### src/rtl/controller_clk_rst_multi_pkg.sv
// Shared types and constants for the multi-domain clock/reset sequencer:
// per-domain state encoding, STATUS field values and register word indices.
package controller_clk_rst_pkg;

  typedef enum logic [2:0] {
    DOM_OFF    = 3'd0,
    DOM_CLK_ON = 3'd1,
    DOM_RUN    = 3'd2,
    DOM_PAUSED = 3'd3,
    DOM_DRAIN  = 3'd4
  } dom_state_e;

  localparam logic [1:0] STATUS_OFF    = 2'd0;
  localparam logic [1:0] STATUS_RUN    = 2'd1;
  localparam logic [1:0] STATUS_PAUSED = 2'd2;
  localparam logic [1:0] STATUS_BUSY   = 2'd3;

  // Word indices, i.e. byte offset >> 2 (address bits [4:2]).
  localparam logic [2:0] REG_CMD_START  = 3'd0;
  localparam logic [2:0] REG_CMD_STOP   = 3'd1;
  localparam logic [2:0] REG_CMD_PAUSE  = 3'd2;
  localparam logic [2:0] REG_CMD_RESUME = 3'd3;
  localparam logic [2:0] REG_STATUS     = 3'd4;
  localparam logic [2:0] REG_RST_HOLD   = 3'd5;

  function automatic logic [1:0] status_of(dom_state_e s);
    case (s)
      DOM_OFF:    return STATUS_OFF;
      DOM_RUN:    return STATUS_RUN;
      DOM_PAUSED: return STATUS_PAUSED;
      default:    return STATUS_BUSY;
    endcase
  endfunction

endpackage

### src/rtl/controller_clk_rst_multi_if.sv
// Flattened OBI register port of the clock/reset sequencer.
interface controller_clk_rst_multi_if;
  // Handshake: gnt equals req in the same cycle (no wait states); every granted
  // access, read or write, gets exactly one rvalid pulse in the next cycle with
  // rdata valid only during that pulse (zero otherwise). Back-to-back is legal.
  logic        req;
  logic        gnt;
  logic [31:0] addr;
  logic        we;
  logic [3:0]  be;
  logic [31:0] wdata;
  logic        rvalid;
  logic [31:0] rdata;

  modport master (output req, addr, we, be, wdata, input gnt, rvalid, rdata);
  modport slave  (input req, addr, we, be, wdata, output gnt, rvalid, rdata);
endinterface

### src/rtl/controller_clk_rst_multi_clk_gate.sv
// Glitch-free clock gate: enable is captured while the clock is low so the
// gated output never produces a truncated high phase.
module clk_gate_cell_wrapper (
  input  logic clk_i,
  input  logic en_i,
  output logic clk_o
);

  logic en_latched;

  always_latch begin
    if (!clk_i) en_latched <= en_i;
  end

  assign clk_o = clk_i & en_latched;

endmodule

### src/rtl/controller_clk_rst_multi_domain_fsm.sv
// Per-domain sequencer: orders clock enable and reset release on start,
// drains under reset on stop, and gates only the clock on pause/resume.
module controller_domain_fsm
  import controller_clk_rst_pkg::*;
#(
  parameter int unsigned STOP_CYCLES = 2
) (
  input  logic       clk_i,
  input  logic       rst_ni,
  input  logic       start_i,
  input  logic       stop_i,
  input  logic       pause_i,
  input  logic       resume_i,
  input  logic [7:0] hold_i,
  output logic       clk_en_o,
  output logic       rst_n_o,
  output logic [1:0] status_o
);

  localparam logic [7:0] STOP_LOAD = (STOP_CYCLES == 0) ? 8'd1 : 8'(STOP_CYCLES);

  dom_state_e state_q, state_d;
  logic [7:0] cnt_q, cnt_d;
  logic       clk_en_q, clk_en_d;
  logic       rst_n_q, rst_n_d;

  always_ff @(posedge clk_i) begin
    if (!rst_ni) begin
      state_q  <= DOM_OFF;
      cnt_q    <= 8'd0;
      clk_en_q <= 1'b0;
      rst_n_q  <= 1'b0;
    end else begin
      state_q  <= state_d;
      cnt_q    <= cnt_d;
      clk_en_q <= clk_en_d;
      rst_n_q  <= rst_n_d;
    end
  end

  always_comb begin
    state_d = state_q;
    cnt_d   = cnt_q;
    case (state_q)
      DOM_OFF: begin
        if (start_i) begin
          state_d = DOM_CLK_ON;
          // Zero hold still gives one clocked cycle under reset.
          cnt_d   = (hold_i == 8'd0) ? 8'd1 : hold_i;
        end
      end
      DOM_CLK_ON: begin
        if (cnt_q <= 8'd1) state_d = DOM_RUN;
        else               cnt_d   = cnt_q - 8'd1;
      end
      DOM_RUN: begin
        if (stop_i) begin
          state_d = DOM_DRAIN;
          cnt_d   = STOP_LOAD;
        end else if (pause_i) begin
          state_d = DOM_PAUSED;
        end
      end
      DOM_PAUSED: begin
        if (stop_i) begin
          state_d = DOM_DRAIN;
          cnt_d   = STOP_LOAD;
        end else if (resume_i) begin
          state_d = DOM_RUN;
        end
      end
      DOM_DRAIN: begin
        if (cnt_q <= 8'd1) state_d = DOM_OFF;
        else               cnt_d   = cnt_q - 8'd1;
      end
      default: state_d = DOM_OFF;
    endcase
    // Outputs are registered from the next state so they switch with it.
    clk_en_d = (state_d == DOM_CLK_ON) || (state_d == DOM_RUN) || (state_d == DOM_DRAIN);
    rst_n_d  = (state_d == DOM_RUN) || (state_d == DOM_PAUSED);
  end

  assign clk_en_o = clk_en_q;
  assign rst_n_o  = rst_n_q;
  assign status_o = status_of(state_q);

endmodule

### src/rtl/controller_clk_rst_multi.sv
// Host-programmed clock/reset sequencer for N_DOMAINS core domains: register
// decode, RST_HOLD, OBI response flops and one gate + FSM per domain.
module controller_clk_rst_multi
  import controller_clk_rst_pkg::*;
#(
  parameter int unsigned          N_DOMAINS      = 4,
  parameter logic [7:0]           RST_HOLD_RESET = 8'd8,
  parameter int unsigned          STOP_CYCLES    = 2,
  parameter logic [N_DOMAINS-1:0] AUTOSTART_MASK = '0
) (
  input  logic                      clk_i,
  input  logic                      rst_ni,
  controller_clk_rst_multi_if.slave reg_bus,
  output logic [N_DOMAINS-1:0]      clk_core_o,
  output logic [N_DOMAINS-1:0]      rst_n_core_o
);

  logic [2:0]           reg_idx;
  logic                 wr_en, rd_en;
  logic [N_DOMAINS-1:0] cmd_bits;
  logic [N_DOMAINS-1:0] start_vec, stop_vec, pause_vec, resume_vec;
  logic [N_DOMAINS-1:0] dom_clk_en;
  logic [1:0]           dom_status [N_DOMAINS];
  logic [31:0]          status_word;
  logic [31:0]          rdata_d;
  logic [7:0]           rst_hold_q;
  logic                 first_q;
  logic                 rvalid_q;
  logic [31:0]          rdata_q;
  logic                 unused_bus_bits;

  assign reg_idx  = reg_bus.addr[4:2];
  assign wr_en    = reg_bus.req & reg_bus.we;
  assign rd_en    = reg_bus.req & ~reg_bus.we;
  assign cmd_bits = reg_bus.wdata[N_DOMAINS-1:0];

  // Only address bits [4:2], be[0] and the low data bits carry meaning.
  assign unused_bus_bits = ^{reg_bus.addr[31:5], reg_bus.addr[1:0], reg_bus.be[3:1], reg_bus.wdata};

  // first_q marks the first cycle out of reset, when autostart domains launch.
  always_ff @(posedge clk_i) begin
    if (!rst_ni) first_q <= 1'b1;
    else         first_q <= 1'b0;
  end

  assign start_vec  = ((wr_en && reg_idx == REG_CMD_START) ? cmd_bits : '0)
                    | (first_q ? AUTOSTART_MASK : '0);
  assign stop_vec   = (wr_en && reg_idx == REG_CMD_STOP)   ? cmd_bits : '0;
  assign pause_vec  = (wr_en && reg_idx == REG_CMD_PAUSE)  ? cmd_bits : '0;
  assign resume_vec = (wr_en && reg_idx == REG_CMD_RESUME) ? cmd_bits : '0;

  always_ff @(posedge clk_i) begin
    if (!rst_ni) begin
      rst_hold_q <= RST_HOLD_RESET;
    end else if (wr_en && reg_idx == REG_RST_HOLD && reg_bus.be[0]) begin
      rst_hold_q <= reg_bus.wdata[7:0];
    end
  end

  always_comb begin
    status_word = '0;
    for (int i = 0; i < N_DOMAINS; i++) status_word[2*i +: 2] = dom_status[i];
  end

  always_comb begin
    rdata_d = '0;
    if (rd_en) begin
      case (reg_idx)
        REG_STATUS:   rdata_d = status_word;
        REG_RST_HOLD: rdata_d = {24'h0, rst_hold_q};
        default:      rdata_d = '0;
      endcase
    end
  end

  always_ff @(posedge clk_i) begin
    if (!rst_ni) begin
      rvalid_q <= 1'b0;
      rdata_q  <= '0;
    end else begin
      rvalid_q <= reg_bus.req;
      rdata_q  <= rdata_d;
    end
  end

  assign reg_bus.gnt    = reg_bus.req;
  assign reg_bus.rvalid = rvalid_q;
  assign reg_bus.rdata  = rdata_q;

  for (genvar g = 0; g < N_DOMAINS; g++) begin : g_dom
    controller_domain_fsm #(
      .STOP_CYCLES(STOP_CYCLES)
    ) u_fsm (
      .clk_i    (clk_i),
      .rst_ni   (rst_ni),
      .start_i  (start_vec[g]),
      .stop_i   (stop_vec[g]),
      .pause_i  (pause_vec[g]),
      .resume_i (resume_vec[g]),
      .hold_i   (rst_hold_q),
      .clk_en_o (dom_clk_en[g]),
      .rst_n_o  (rst_n_core_o[g]),
      .status_o (dom_status[g])
    );

    clk_gate_cell_wrapper u_cg (
      .clk_i (clk_i),
      .en_i  (dom_clk_en[g]),
      .clk_o (clk_core_o[g])
    );
  end

endmodule
### src/flat_wrapper.sv
// flat-port wrapper written by rule: the top's interface ports become plain ports
module controller_clk_rst_multi_flat import controller_clk_rst_pkg::*;
#(
  parameter int unsigned          N_DOMAINS      = 4,
  parameter logic [7:0]           RST_HOLD_RESET = 8'd8,
  parameter int unsigned          STOP_CYCLES    = 2,
  parameter logic [N_DOMAINS-1:0] AUTOSTART_MASK = '0
)
  (clk_i, rst_ni, clk_core_o, rst_n_core_o, reg_bus_req, reg_bus_addr, reg_bus_we, reg_bus_be, reg_bus_wdata, reg_bus_gnt, reg_bus_rvalid, reg_bus_rdata);
  controller_clk_rst_multi_if reg_bus_i ();
  input  logic clk_i;
  input  logic rst_ni;
  output logic [N_DOMAINS-1:0] clk_core_o;
  output logic [N_DOMAINS-1:0] rst_n_core_o;
  input wire logic [$bits(reg_bus_i.req)-1:0] reg_bus_req;
  input wire logic [$bits(reg_bus_i.addr)-1:0] reg_bus_addr;
  input wire logic [$bits(reg_bus_i.we)-1:0] reg_bus_we;
  input wire logic [$bits(reg_bus_i.be)-1:0] reg_bus_be;
  input wire logic [$bits(reg_bus_i.wdata)-1:0] reg_bus_wdata;
  output wire logic [$bits(reg_bus_i.gnt)-1:0] reg_bus_gnt;
  output wire logic [$bits(reg_bus_i.rvalid)-1:0] reg_bus_rvalid;
  output wire logic [$bits(reg_bus_i.rdata)-1:0] reg_bus_rdata;
  assign reg_bus_i.req = reg_bus_req;
  assign reg_bus_i.addr = reg_bus_addr;
  assign reg_bus_i.we = reg_bus_we;
  assign reg_bus_i.be = reg_bus_be;
  assign reg_bus_i.wdata = reg_bus_wdata;
  assign reg_bus_gnt = reg_bus_i.gnt;
  assign reg_bus_rvalid = reg_bus_i.rvalid;
  assign reg_bus_rdata = reg_bus_i.rdata;
  controller_clk_rst_multi #(.N_DOMAINS(N_DOMAINS), .RST_HOLD_RESET(RST_HOLD_RESET), .STOP_CYCLES(STOP_CYCLES), .AUTOSTART_MASK(AUTOSTART_MASK)) u_core (.clk_i(clk_i), .rst_ni(rst_ni), .reg_bus(reg_bus_i), .clk_core_o(clk_core_o), .rst_n_core_o(rst_n_core_o));
endmodule
### config.mk
export PLATFORM = sky130hd
export DESIGN_NAME = controller_clk_rst_multi_flat
export DESIGN_NICKNAME = d
export VERILOG_FILES = /design/src/rtl/controller_clk_rst_multi_pkg.sv /design/src/rtl/controller_clk_rst_multi_if.sv /design/src/rtl/controller_clk_rst_multi_clk_gate.sv /design/src/rtl/controller_clk_rst_multi_domain_fsm.sv /design/src/rtl/controller_clk_rst_multi.sv /design/src/flat_wrapper.sv
export SDC_FILE = /design/constraint.sdc
export NUM_CORES = 1
export LEC_CHECK = 0
export ABC_AREA = 1
export ABC_CLOCK_PERIOD_IN_PS = 1500
export CORE_ASPECT_RATIO = 0.9
export CORE_MARGIN = 5
export CORE_UTILIZATION = 45
export CTS_CLUSTER_DIAMETER = 100
export DETAILED_ROUTE_END_ITERATION = 8
export PLACE_DENSITY_LB_ADDON = 0.2
export SLEW_MARGIN = 15
export SYNTH_ARGS = -nofsm -noshare
export SYNTH_HDL_FRONTEND = slang
export SYNTH_SLANG_ARGS = --single-unit
export TNS_END_PERCENT = 10
### constraint.sdc
create_clock -name clk_i -period 1.5 [get_ports clk_i]
set_clock_uncertainty 0.05 [all_clocks]
set_input_delay 0.3 -clock clk_i [delete_from_list [all_inputs] [get_ports clk_i]]
set_output_delay 0.3 -clock clk_i [all_outputs]
set_load 0.01 [all_outputs]
# Word level (Yosys, flattened, before mapping)
# Index checks and enable logic that the tools add are counted.
[totals] regBits=93 latchBits=4 in_bits=72 out_inout_bits=42
[op_classes] addsub=4 magnitude_cmp=4 n_eq_ne=49 mux=62 n_bitwise=7 n_reduce_logical=41
[ops] operator="two-way mux 8 bit" count=13
[ops] operator="case mux 8 bit (3 select lines)" count=4
[ops] operator="two-way mux 3 bit" count=28
[ops] operator="case mux 3 bit (5 select lines)" count=4
[ops] operator="equality test 3 x 2 -> 1 bit (second input constant)" count=18
[ops] operator="less-or-equal comparator 8 x 1 -> 1 bit (second input constant)" count=4
[ops] operator="subtractor 8 x 1 -> 8 bit (second input constant)" count=4
[ops] operator="equality test 3 bit (second input constant)" count=10
[ops] operator="equality test 3 x 1 -> 1 bit (second input constant)" count=9
[ops] operator="case mux 2 bit (3 select lines)" count=4
[ops] operator="two-way mux 4 bit" count=4
[ops] operator="!= test 2 x 1 -> 1 bit (second input constant)" count=8
[ops] operator="case mux 8 bit (2 select lines)" count=1
[ops] operator="AND reduction 4 bit" count=4
[ops] operator="OR reduction 2 bit" count=8
[ops] operator="zero test 3 bit" count=5
[ops] operator="logical OR 1 bit" count=12
[ops] operator="nonzero test 3 bit" count=4
[ops] operator="zero test 8 bit" count=1
[ops] operator="!= test 2 bit (second input constant)" count=4
[ops] operator="AND 1 bit" count=6
[ops] operator="logical AND 1 bit" count=6
[ops] operator="two-way mux 1 bit" count=4
[ops] operator="AND reduction 2 bit" count=1
[ops] operator="NOT 1 bit" count=1

# Depth between registers and ports, before layout
# Gate-level depths: netlist of run 1.
[depth] word_depth=9 mapped_depth=12 depth_no_buf=12

# Modules after synthesis
# A second synthesis of run 1 with hierarchy kept.
[unflattened] cells_unflattened=811 hier_area_um2=5017.3
[modules_own_cells] module="controller_domain_fsm at u_core.g_dom[0].u_fsm ..." n_inst=3 cells_per_inst=162 area_per_inst_um2=987.2 seq_area_each_um2=260.2
[modules_own_cells] module="controller_domain_fsm at u_core.g_dom[3].u_fsm" n_inst=1 cells_per_inst=171 area_per_inst_um2=1003.5 seq_area_each_um2=260.2
[modules_own_cells] module="controller_clk_rst_multi" n_inst=1 cells_per_inst=142 area_per_inst_um2=962.2 seq_area_each_um2=340.3
[modules_own_cells] module="clk_gate_cell_wrapper" n_inst=4 cells_per_inst=3 area_per_inst_um2=22.5 seq_area_each_um2=0.0

==> qor.txt, run 1 <==
antenna violations before repair - 0
Final ANT Viol Nets - 0
sequential power share - 0.441
Post-synth EDFFs - 0
cell count of the worst reg-to-reg path - 12
Yosys top cell by area - dfxtp_1
Std-Cell Rows - 34
ant diodes - 0
Max-Cap Viols - 0
WL final - 13.2 mm
Setup Fix Bufs, Post-CTS - 0
combinational power share - 0.166
largest net degree at the start of global routing - 27
Worst Setup End Kind - primary output
kind of critical path - latch -> out
drt first-iter violations - 342
die width - 115 um
GRT Util Overall - 0.223
Max VDD drop - 625 uV
Clock transition at path regs - 0.07 ns
fillers - 922
Leakage - 2.93 nW
Yosys reg bits - 73
HP Class - reg -> latch
Hold WS - 0.343 ns
Starting Density - 0.460
Synth cell types - 37
Worst EP arrival - 1.83 ns
Hold Vio Cnt, Final - 0
cells after synthesis - 694
worst path cell trace - nand2_1 -> inv_1 -> buf_6
Clk pwr share - 0.393
PortBufs - 33
gpl congestion - 0.926
reg-to-reg startpoint - u_core.g_dom[2].u_fsm.cnt_q[0]$_SDFFE_PN0P_
Startpoint Class - latch
First-pass DRT Iterations - 5
hold endpoint - u_core.g_dom[3].u_cg.en_latched$_DLATCH_N_
unrepaired setup endpoints after global routing - true
R2R Path End - u_core.g_dom[2].u_fsm.cnt_q[7]$_SDFFE_PN0P_
hold path depth - 0
Internal - 3.12 mW
Final nets - 914
Critical Path RT - 1.15 ns
Layout area overhead - 32.3%
first-pass GRT wire length - 21.1 mm
Final Max Slew Viols - 0
vias in the first global route - 4596
r2r setup slk - -0.12 ns
die area - 0.0120 mm^2
Top FF cell, synth - dfxtp_1
I/O pin cnt - 114
area of the multi-input gates - 0.00254 mm^2
Hold Buf Count CTS - 0
Post-synth ARST share - 0
wire per inst - 13.7 um
sw power - 1.34 mW
failing checks - setup timing
Setup Viol. Count Final - 35
Yosys Warn Count - 0
Final Power - 4.46 mW
Sw Ratio - 0.301
TritonCTS clock tree - built
grt total ovfl - 0
DP HPWL - 9.69 mm
Cell Area, Synth - 0.00446 mm^2
DRC viols - 0
via count - 4843
pre-CTS setup slack - -0.648 ns
Die Y-Extent - 104 um
layout cells sized above 1 - 0.256
Final WS setup - -0.679 ns
PwrDens - 755 mW/mm^2
largest fanout on the critical path - 1
synth top area cells - dfxtp_1 (31%), nand2_1 (11%), nor2_1 (11%), inv_1 (7.5%), o21ai_0 (6.6%)
outcome - complete, but fails checks
crit path max-delay cell type - dlxtn_1
Synth top area share - 0.310
worst hold start - u_core.g_dom[3].u_fsm.clk_en_o$_SDFF_PN0_
slowest stage delay, CP - 0.39 ns
Util after Layout - 0.608
Avg Cell Area, Syn - 6.43 um^2
Non-Filler Instances - 966
worst skew pair latency - 0.48 ns
Core Box Area - 0.00970 mm^2
Avg Vias per Cell - 5.01
register area - 0.00145 mm^2
Placed Instances - 945
metal layers:
| layer | vias up | track usage | share of wire |
|---|---|---|---|
| met2 | 173 | 0.343 | 0.47 |
| met1 | 2194 | 0.282 | 0.43 |
| met4 | 0 | 0.0989 | 0.028 |
| met5 | - | 0 | 0 |
| met3 | 31 | 0.0721 | 0.074 |
| li1 | 2445 | - | - |
repair_timing:
item | in CTS | in global routing
gates resized for setup | 76 | 26
pin swaps | 10 | 7
endpoints found under the setup margin | 70 | 55
worst max-delay path by stage:
stage / start / to / slack, ns / depth (start not counted)
2_1_floorplan: u_core.g_dom[1].u_cg.en_latched$_DLATCH_N_ / clk_core_o[1] / -0.15 / 3
3_3_place_gp: reg_bus_req / u_core.g_dom[1].u_fsm.cnt_q[5]$_SDFFE_PN0P_ / -0.61 / 11
3_5_place_dp: reg_bus_we / u_core.g_dom[1].u_fsm.cnt_q[3]$_SDFFE_PN0P_ / -0.65 / 11
4_1_cts: u_core.g_dom[0].u_cg.en_latched$_DLATCH_N_ / clk_core_o[0] / -0.70 / 3
5_1_grt: u_core.g_dom[1].u_cg.en_latched$_DLATCH_N_ / clk_core_o[1] / -0.74 / 3
6_report: u_core.g_dom[0].u_cg.en_latched$_DLATCH_N_ / clk_core_o[0] / -0.68 / 3
per-stage QoR:
step                      cell area (um^2)  TNS [ns]
final                                 5900     -3.79
after global routing                  5900     -8.99
after CTS                             5850     -3.98
after detailed placement              5580    -36.61
after global placement                5580    -35.34
after floorplan                       4550     -1.14
synthesized netlist by cell type, types with 2 or more instances:
cell / instances
a21o_1: 2
a21oi_1: 32
a21oi_2: 2
a22oi_1: 5
buf_1: 2
buf_4: 33
buf_6: 5
clkbuf_1: 4
clkinv_1: 2
dfxtp_1: 69
dlxtn_1: 4
ha_1: 8
inv_1: 89
inv_2: 2
nand2_1: 131
nand2_2: 8
nand3_1: 57
nand3_4: 2
nand4_1: 6
nor2_1: 125
nor2_2: 2
nor2_4: 6
o21ai_0: 59
o21ai_1: 4
o21bai_1: 5
o22ai_1: 10
o31ai_1: 3
or2_2: 4
xor2_1: 5
power groups by stage:
stage | combinational [mW] | clock, mW | sequential, mW
floorplan | 0.425 | 0.00864 | 2.01
global placement | 0.693 | 0.00977 | 2.01
detailed placement | 0.708 | 0.00977 | 2.01
CTS | 0.721 | 1.77 | 1.97
global route | 0.817 | 1.89 | 1.97
finish | 0.740 | 1.75 | 1.97
cell usage in the layout (no fill, tap or decap), drive strengths merged:
cell type / count
o21bai: 5
dlxtn: 4
nand3b: 1
inv: 91
o22ai: 10
nor2: 133
a32oi: 1
dfxtp: 69
buf: 119
a22oi: 5
xnor2: 1
xor2: 5
or2: 4
clkdlybuf4s15: 1
clkbuf: 15
o21ai: 64
a21o: 2
nand3: 60
ha: 8
clkdlybuf4s50: 10
nand2: 139
nor3: 1
o31ai: 3
dlygate4sd2: 18
nand4: 6
conb: 24
clkinv: 7
a21oi: 34
worst max-delay path: cells and delay by family, from the launching register on:
family	cells	cell delay, ns
latches	1	0.39
buf+inv	2	0.16
simple gates	1	0.05
layout make-up:
cell class              count  area share
clock buffers              20      0.0379
clock inverters             9     0.00657
inverters                  89      0.0570
multi-input cells         506       0.430
flip-flops and latches     73       0.246
well taps                 126      0.0267
repair buffers            143       0.195
state kept, by name (all words and copies together), names as in the netlist:
name and flops:
u_core.reg_bus.rvalid 1, u_core.g_dom.u_fsm.cnt_q 32, u_core.g_dom.u_fsm.clk_en_o 4, u_core.g_dom.u_fsm.rst_n_o 4, u_core.rst_hold_q 8, u_core.g_dom.u_cg.en_latched 4, u_core.g_dom.u_fsm.state_q 12, u_core.reg_bus.rdata 8
cell families (layout without fill, tap and decap cells):
family	Yosys count	count (layout)	share of synthesized area
compound gates	124	124	0.154
xor+xnor	6	6	0.0118
fa+ha+maj	8	8	0.0224
buf+inv	138	261	0.153
flops	69	69	0.310
latches	4	4	0.0135
other cells	1	24	0.000841
simple gates	344	344	0.335
Power figures use the tool's default switching activity.
==> inputs of run 2 (changes only) <==
--- a/config.mk
+++ b/config.mk
@@ -13,6 +13,7 @@
 export CTS_CLUSTER_DIAMETER = 100
 export DETAILED_ROUTE_END_ITERATION = 8
 export PLACE_DENSITY_LB_ADDON = 0.2
+export RECOVER_POWER = 25
 export SLEW_MARGIN = 15
 export SYNTH_ARGS = -nofsm -noshare
 export SYNTH_HDL_FRONTEND = slang
==> run 2 against run 1 <==
  * The flow still finishes with violations (setup timing)
  * Via count fell by 0.70%
  * Hold slack about the same
  * Wire length barely moved
  * Clock power hardly changed
  * Clock-buffer cell count unchanged
  * Largest power group unchanged
==> qor.txt, run 2 (synthesized netlist as in run 1, its figures left out) <==
outcome - complete, but fails checks
failing checks - setup timing
Max-Cap Viols - 0
reg-to-reg startpoint - u_core.g_dom[2].u_fsm.cnt_q[0]$_SDFFE_PN0P_
pre-CTS setup slack - -0.648 ns
Final WS setup - -0.679 ns
first-pass GRT wire length - 21.1 mm
gpl congestion - 0.926
leading cell type in the layout, fill and taps excluded - nand2_1
Avg Vias per Cell - 4.98
Setup crit start - u_core.g_dom[0].u_cg.en_latched$_DLATCH_N_
max reg flops - 32
drt first-iter violations - 329
TritonCTS clock tree - built
I/O pin cnt - 114
grt total ovfl - 0
First-pass DRT Iterations - 5
wire per inst - 13.7 um
fillers - 922
Setup Fix Bufs, Post-CTS - 0
Util after Layout - 0.608
Hold Buf Count CTS - 0
PortBufs - 33
largest fanout on the critical path - 1
vias in the first global route - 4596
Final Power - 4.46 mW
Final ANT Viol Nets - 0
layout cells sized above 1 - 0.255
unrepaired setup endpoints after global routing - true
PwrDens - 755 mW/mm^2
Layout area overhead - 32.3%
hold endpoint - u_core.g_dom[3].u_cg.en_latched$_DLATCH_N_
Starting Density - 0.460
Max VDD drop - 625 uV
Leakage - 2.93 nW
Die Y-Extent - 104 um
Final nets - 914
Worst EP arrival - 1.83 ns
die width - 115 um
Worst-Margin Slew - 0.607 ns
Worst Setup End Kind - primary output
largest registers - u_core.g_dom.u_fsm.cnt_q: 32 flops, u_core.g_dom.u_fsm.state_q: 12 flops
r2r setup slk - -0.12 ns
Startpoint Class - latch
Setup Viol. Count Final - 36
largest reg by FF count - u_core.g_dom.u_fsm.cnt_q
antenna violations before repair - 0
via count - 4809
R2R Path End - u_core.g_dom[2].u_fsm.cnt_q[7]$_SDFFE_PN0P_
cell count of the worst reg-to-reg path - 12
hold path depth - 0
die area - 0.0120 mm^2
DRC viols - 0
HP Class - reg -> latch
Hold Vio Cnt, Final - 0
commonest cells after routing, fill and taps aside - nand2_1 (126), nor2_1 (112), buf_4 (111)
Std-Cell Rows - 34
DP HPWL - 9.69 mm
worst hold start - u_core.g_dom[3].u_fsm.clk_en_o$_SDFF_PN0_
largest net degree at the start of global routing - 27
ant diodes - 0
relative slew slack - 0.595
Critical Path RT - 1.15 ns
Final Max Slew Viols - 0
WL final - 13.2 mm
Core Box Area - 0.00970 mm^2
GRT Util Overall - 0.223
Clock transition at path regs - 0.07 ns
Hold WS - 0.343 ns
kind of critical path - latch -> out
worst skew pair latency - 0.48 ns
setup TNS - -3.83 ns
==> run 2: cell types whose count changed in the layout (fill, tap and decap cells not counted) <==
cell,previous run,this run
clkdlybuf4s50_1,10,9
dlygate4sd3_1,0,1
or2_0,0,1
or2_2,4,3
==> run 2: final cells by class <==
type	instances	area (um^2)	area share
Multi-Input combinational cell	506	2540	0.430
Clock inverter	9	38.8	0.00657
Inverter	89	337	0.0570
Timing Repair Buffer	143	1150	0.195
Tap cell	126	158	0.0267
Clock buffer	20	224	0.0379
Sequential cell	73	1450	0.246
==> run 2: critical path, stage by stage, from the launching register on <==
cell	delay, ns
dlxtn_1	0.39
nand2_1	0.05
inv_1	0.06
buf_6	0.10
==> run 2: where the power goes <==
group          switching [mW]  internal [mW]  total, mW
clock                   0.906          0.844       1.75
sequential             0.0254           1.94       1.97
combinational           0.410          0.329      0.739
total                    1.34           3.11       4.46
==> run 2: layer usage <==
layer / wire, um / vias to the layer above / GRT usage
li1: - / 2448 / -
met1: 5580 / 2145 / 0.282
met2: 6150 / 183 / 0.343
met3: 1100 / 33 / 0.0721
met4: 372 / 0 / 0.0989
met5: 0 / - / 0
==> run 2: per-stage QoR <==
step	instance area (um^2)	std cells
global route	5900	966
finish	5900	966
detailed placement	5580	945
floorplan	4550	717
global placement	5580	945
CTS	5850	966
==> run 2: worst max path at each step <==
stage                                                       end  slack, ns  cells after the start
global placement    u_core.g_dom[1].u_fsm.cnt_q[5]$_SDFFE_PN0P_      -0.61                     11
global route                                      clk_core_o[1]      -0.74                      3
floorplan                                         clk_core_o[1]      -0.15                      3
finish                                            clk_core_o[0]      -0.68                      3
detailed placement  u_core.g_dom[1].u_fsm.cnt_q[3]$_SDFFE_PN0P_      -0.65                     11
CTS                                               clk_core_o[0]      -0.70                      3
==> run 2: repair_timing <==
action | 4_1_cts | 5_1_grt
setup endpoints to repair | 70 | 55
resized for setup | 76 | 26
hold endpoints to repair | 0 | 0
gates cloned | 0 | 0
pin swaps | 10 | 7
==> inputs of run 3 (changes only) <==
--- a/config.mk
+++ b/config.mk
@@ -9,7 +9,7 @@
 export ABC_CLOCK_PERIOD_IN_PS = 1500
 export CORE_ASPECT_RATIO = 0.9
 export CORE_MARGIN = 5
-export CORE_UTILIZATION = 45
+export CORE_UTILIZATION = 40
 export CTS_CLUSTER_DIAMETER = 100
 export DETAILED_ROUTE_END_ITERATION = 8
 export PLACE_DENSITY_LB_ADDON = 0.2
==> constraint.sdc (replaced) <==
create_clock -name clk_i -period 1.5 [get_ports clk_i]
set_clock_uncertainty 0.05 [all_clocks]
set_input_delay 0.15 -clock clk_i [delete_from_list [all_inputs] [get_ports clk_i]]
set_output_delay 0.15 -clock clk_i [all_outputs]
set_load 0.01 [all_outputs]
==> run 3 against run 2 <==
  * The run still ends with setup timing left
  * Core utilization fell by 4.2 points
  * Sequential cell count stayed put
  * Via count up 0.79%
  * Critical path depth stayed put
  * Hold slack got worse by 0.048 ns
  * Final cell count is 3.0% higher
  * Largest cell class unchanged
==> qor.txt, run 3 (synthesized netlist as in run 1, its figures left out) <==
Critical Path RT - 1.30 ns
gpl congestion - 0.908
Setup Fix Bufs, Post-CTS - 0
worst skew pair latency - 0.45 ns
DRC viols - 0
WL final - 13.3 mm
outcome - complete, but fails checks
Final Power - 5.24 mW
largest net degree at the start of global routing - 26
Placed Instances - 974
Post-Place Cell Area - 0.00567 mm^2
Startpoint Class - latch
Die Y-Extent - 110 um
Non-Filler Instances - 995
TritonCTS clock tree - built
register area - 0.00145 mm^2
Max VDD drop - 698 uV
DP HPWL - 9.91 mm
grt total ovfl - 0
wire per inst - 13.4 um
fillers - 1047
leading cell type in the layout, fill and taps excluded - nand2_1
die width - 121 um
largest fanout on the critical path - 1
antenna violations before repair - 0
vias in the first global route - 4535
PwrDens - 853 mW/mm^2
Clock transition at path regs - 0.05 ns
unrepaired setup endpoints after global routing - true
setup TNS - -2.50 ns
largest reg by FF count - u_core.g_dom.u_fsm.cnt_q
drt first-iter violations - 392
largest registers - u_core.g_dom.u_fsm.cnt_q: 32 flops, u_core.g_dom.u_fsm.state_q: 12 flops
die area - 0.0134 mm^2
Leakage - 3.02 nW
Std-Cell Rows - 36
max reg flops - 32
Worst Setup End Kind - primary output
Hold Vio Cnt, Final - 0
Layout Cell Area excl Fill - 0.00615 mm^2
Setup Viol. Count Final - 27
PortBufs - 33
layout cells sized above 1 - 0.256
I/O pin cnt - 114
Core Box Area - 0.0109 mm^2
GRT Util Overall - 0.201
Starting Density - 0.411
Final nets - 917
Avg Vias per Cell - 4.87
Final ANT Viol Nets - 0
Layout area overhead - 37.8%
failing checks - setup timing
HP Class - in -> reg
First-pass DRT Iterations - 5
via count - 4847
ant diodes - 0
kind of critical path - latch -> out
area of the multi-input gates - 0.00254 mm^2
Final WS setup - -0.510 ns
Worst EP arrival - 1.81 ns
first-pass GRT wire length - 21.1 mm
commonest cells after routing, fill and taps aside - nand2_1 (124), nor2_1 (114), buf_4 (111)
Max-Cap Viols - 0
Final Max Slew Viols - 0
[run 3: cell types whose count changed in the layout (fill, tap and decap cells not counted), sizes merged]
cell	previous run	this run
dlymetal6s2s	0	3
clkdlybuf4s15	1	0
buf	119	120
clkdlybuf4s25	0	6
clkinv	7	8
clkdlybuf4s50	9	15
dlygate4sd3	1	0
dlygate4sd2	18	5
clkbuf	15	16
[run 3: cell type report]
type | count | area share
Timing Repair Buffer | 146 | 0.197
Clock buffer | 19 | 0.0604
Tap cell | 152 | 0.0309
Clock inverter | 10 | 0.00651
Sequential cell | 73 | 0.236
Multi-Input combinational cell | 506 | 0.414
Inverter | 89 | 0.0547
[run 3: where the power goes]
part | switching (mW) | leakage [nW] | internal (mW)
logic | 0.412 | 2.19 | 0.340
registers | 0.0269 | 0.593 | 1.95
clock network | 0.951 | 0.241 | 1.57
[run 3: final timing paths]
check	slack (ns)	cells after the start	endpoint	from
max	-0.51	3	clk_core_o[2]	u_core.g_dom[2].u_cg.en_latched$_DLATCH_N_
min	0.29	3	u_core.rst_hold_q[5]$_SDFFE_PN0P_	reg_bus_wdata[5]
min reg2reg	0.34	0	u_core.g_dom[1].u_cg.en_latched$_DLATCH_N_	u_core.g_dom[1].u_fsm.clk_en_o$_SDFF_PN0_
max reg2reg	-0.07	10	u_core.g_dom[1].u_fsm.cnt_q[4]$_SDFFE_PN0P_	u_core.g_dom[1].u_fsm.cnt_q[0]$_SDFFE_PN0P_
[run 3: worst max-delay path: stages, from the launching register on]
cell	delay, ns
dlxtn_1	0.39
nand2_1	0.04
inv_1	0.04
buf_2	0.11
[run 3: routing by layer]
layer	vias to the layer above	wire length, um	GRT usage
met5	-	0	0
met4	0	434	0.0936
met3	40	814	0.0531
met2	149	6130	0.323
met1	2202	5930	0.253
li1	2456	-	-
[run 3: timing repair]
item                                    4_1_cts  5_1_grt
gates resized for setup                      43       56
pin swaps                                     9        9
endpoints found under the setup margin       53       63
hold buffers                                  0        0
endpoints found under the hold margin         0        0
[run 3: per-stage QoR]
stage / setup WS [ns] / utilization / hold WS (ns)
after floorplan: -0.0179 / - / 0.204
after global placement: -0.428 / 0.522 / 0.323
after detailed placement: -0.470 / 0.522 / 0.327
after CTS: -0.532 / 0.555 / 0.284
after global routing: -0.558 / 0.566 / 0.329
final: -0.510 / 0.566 / 0.295
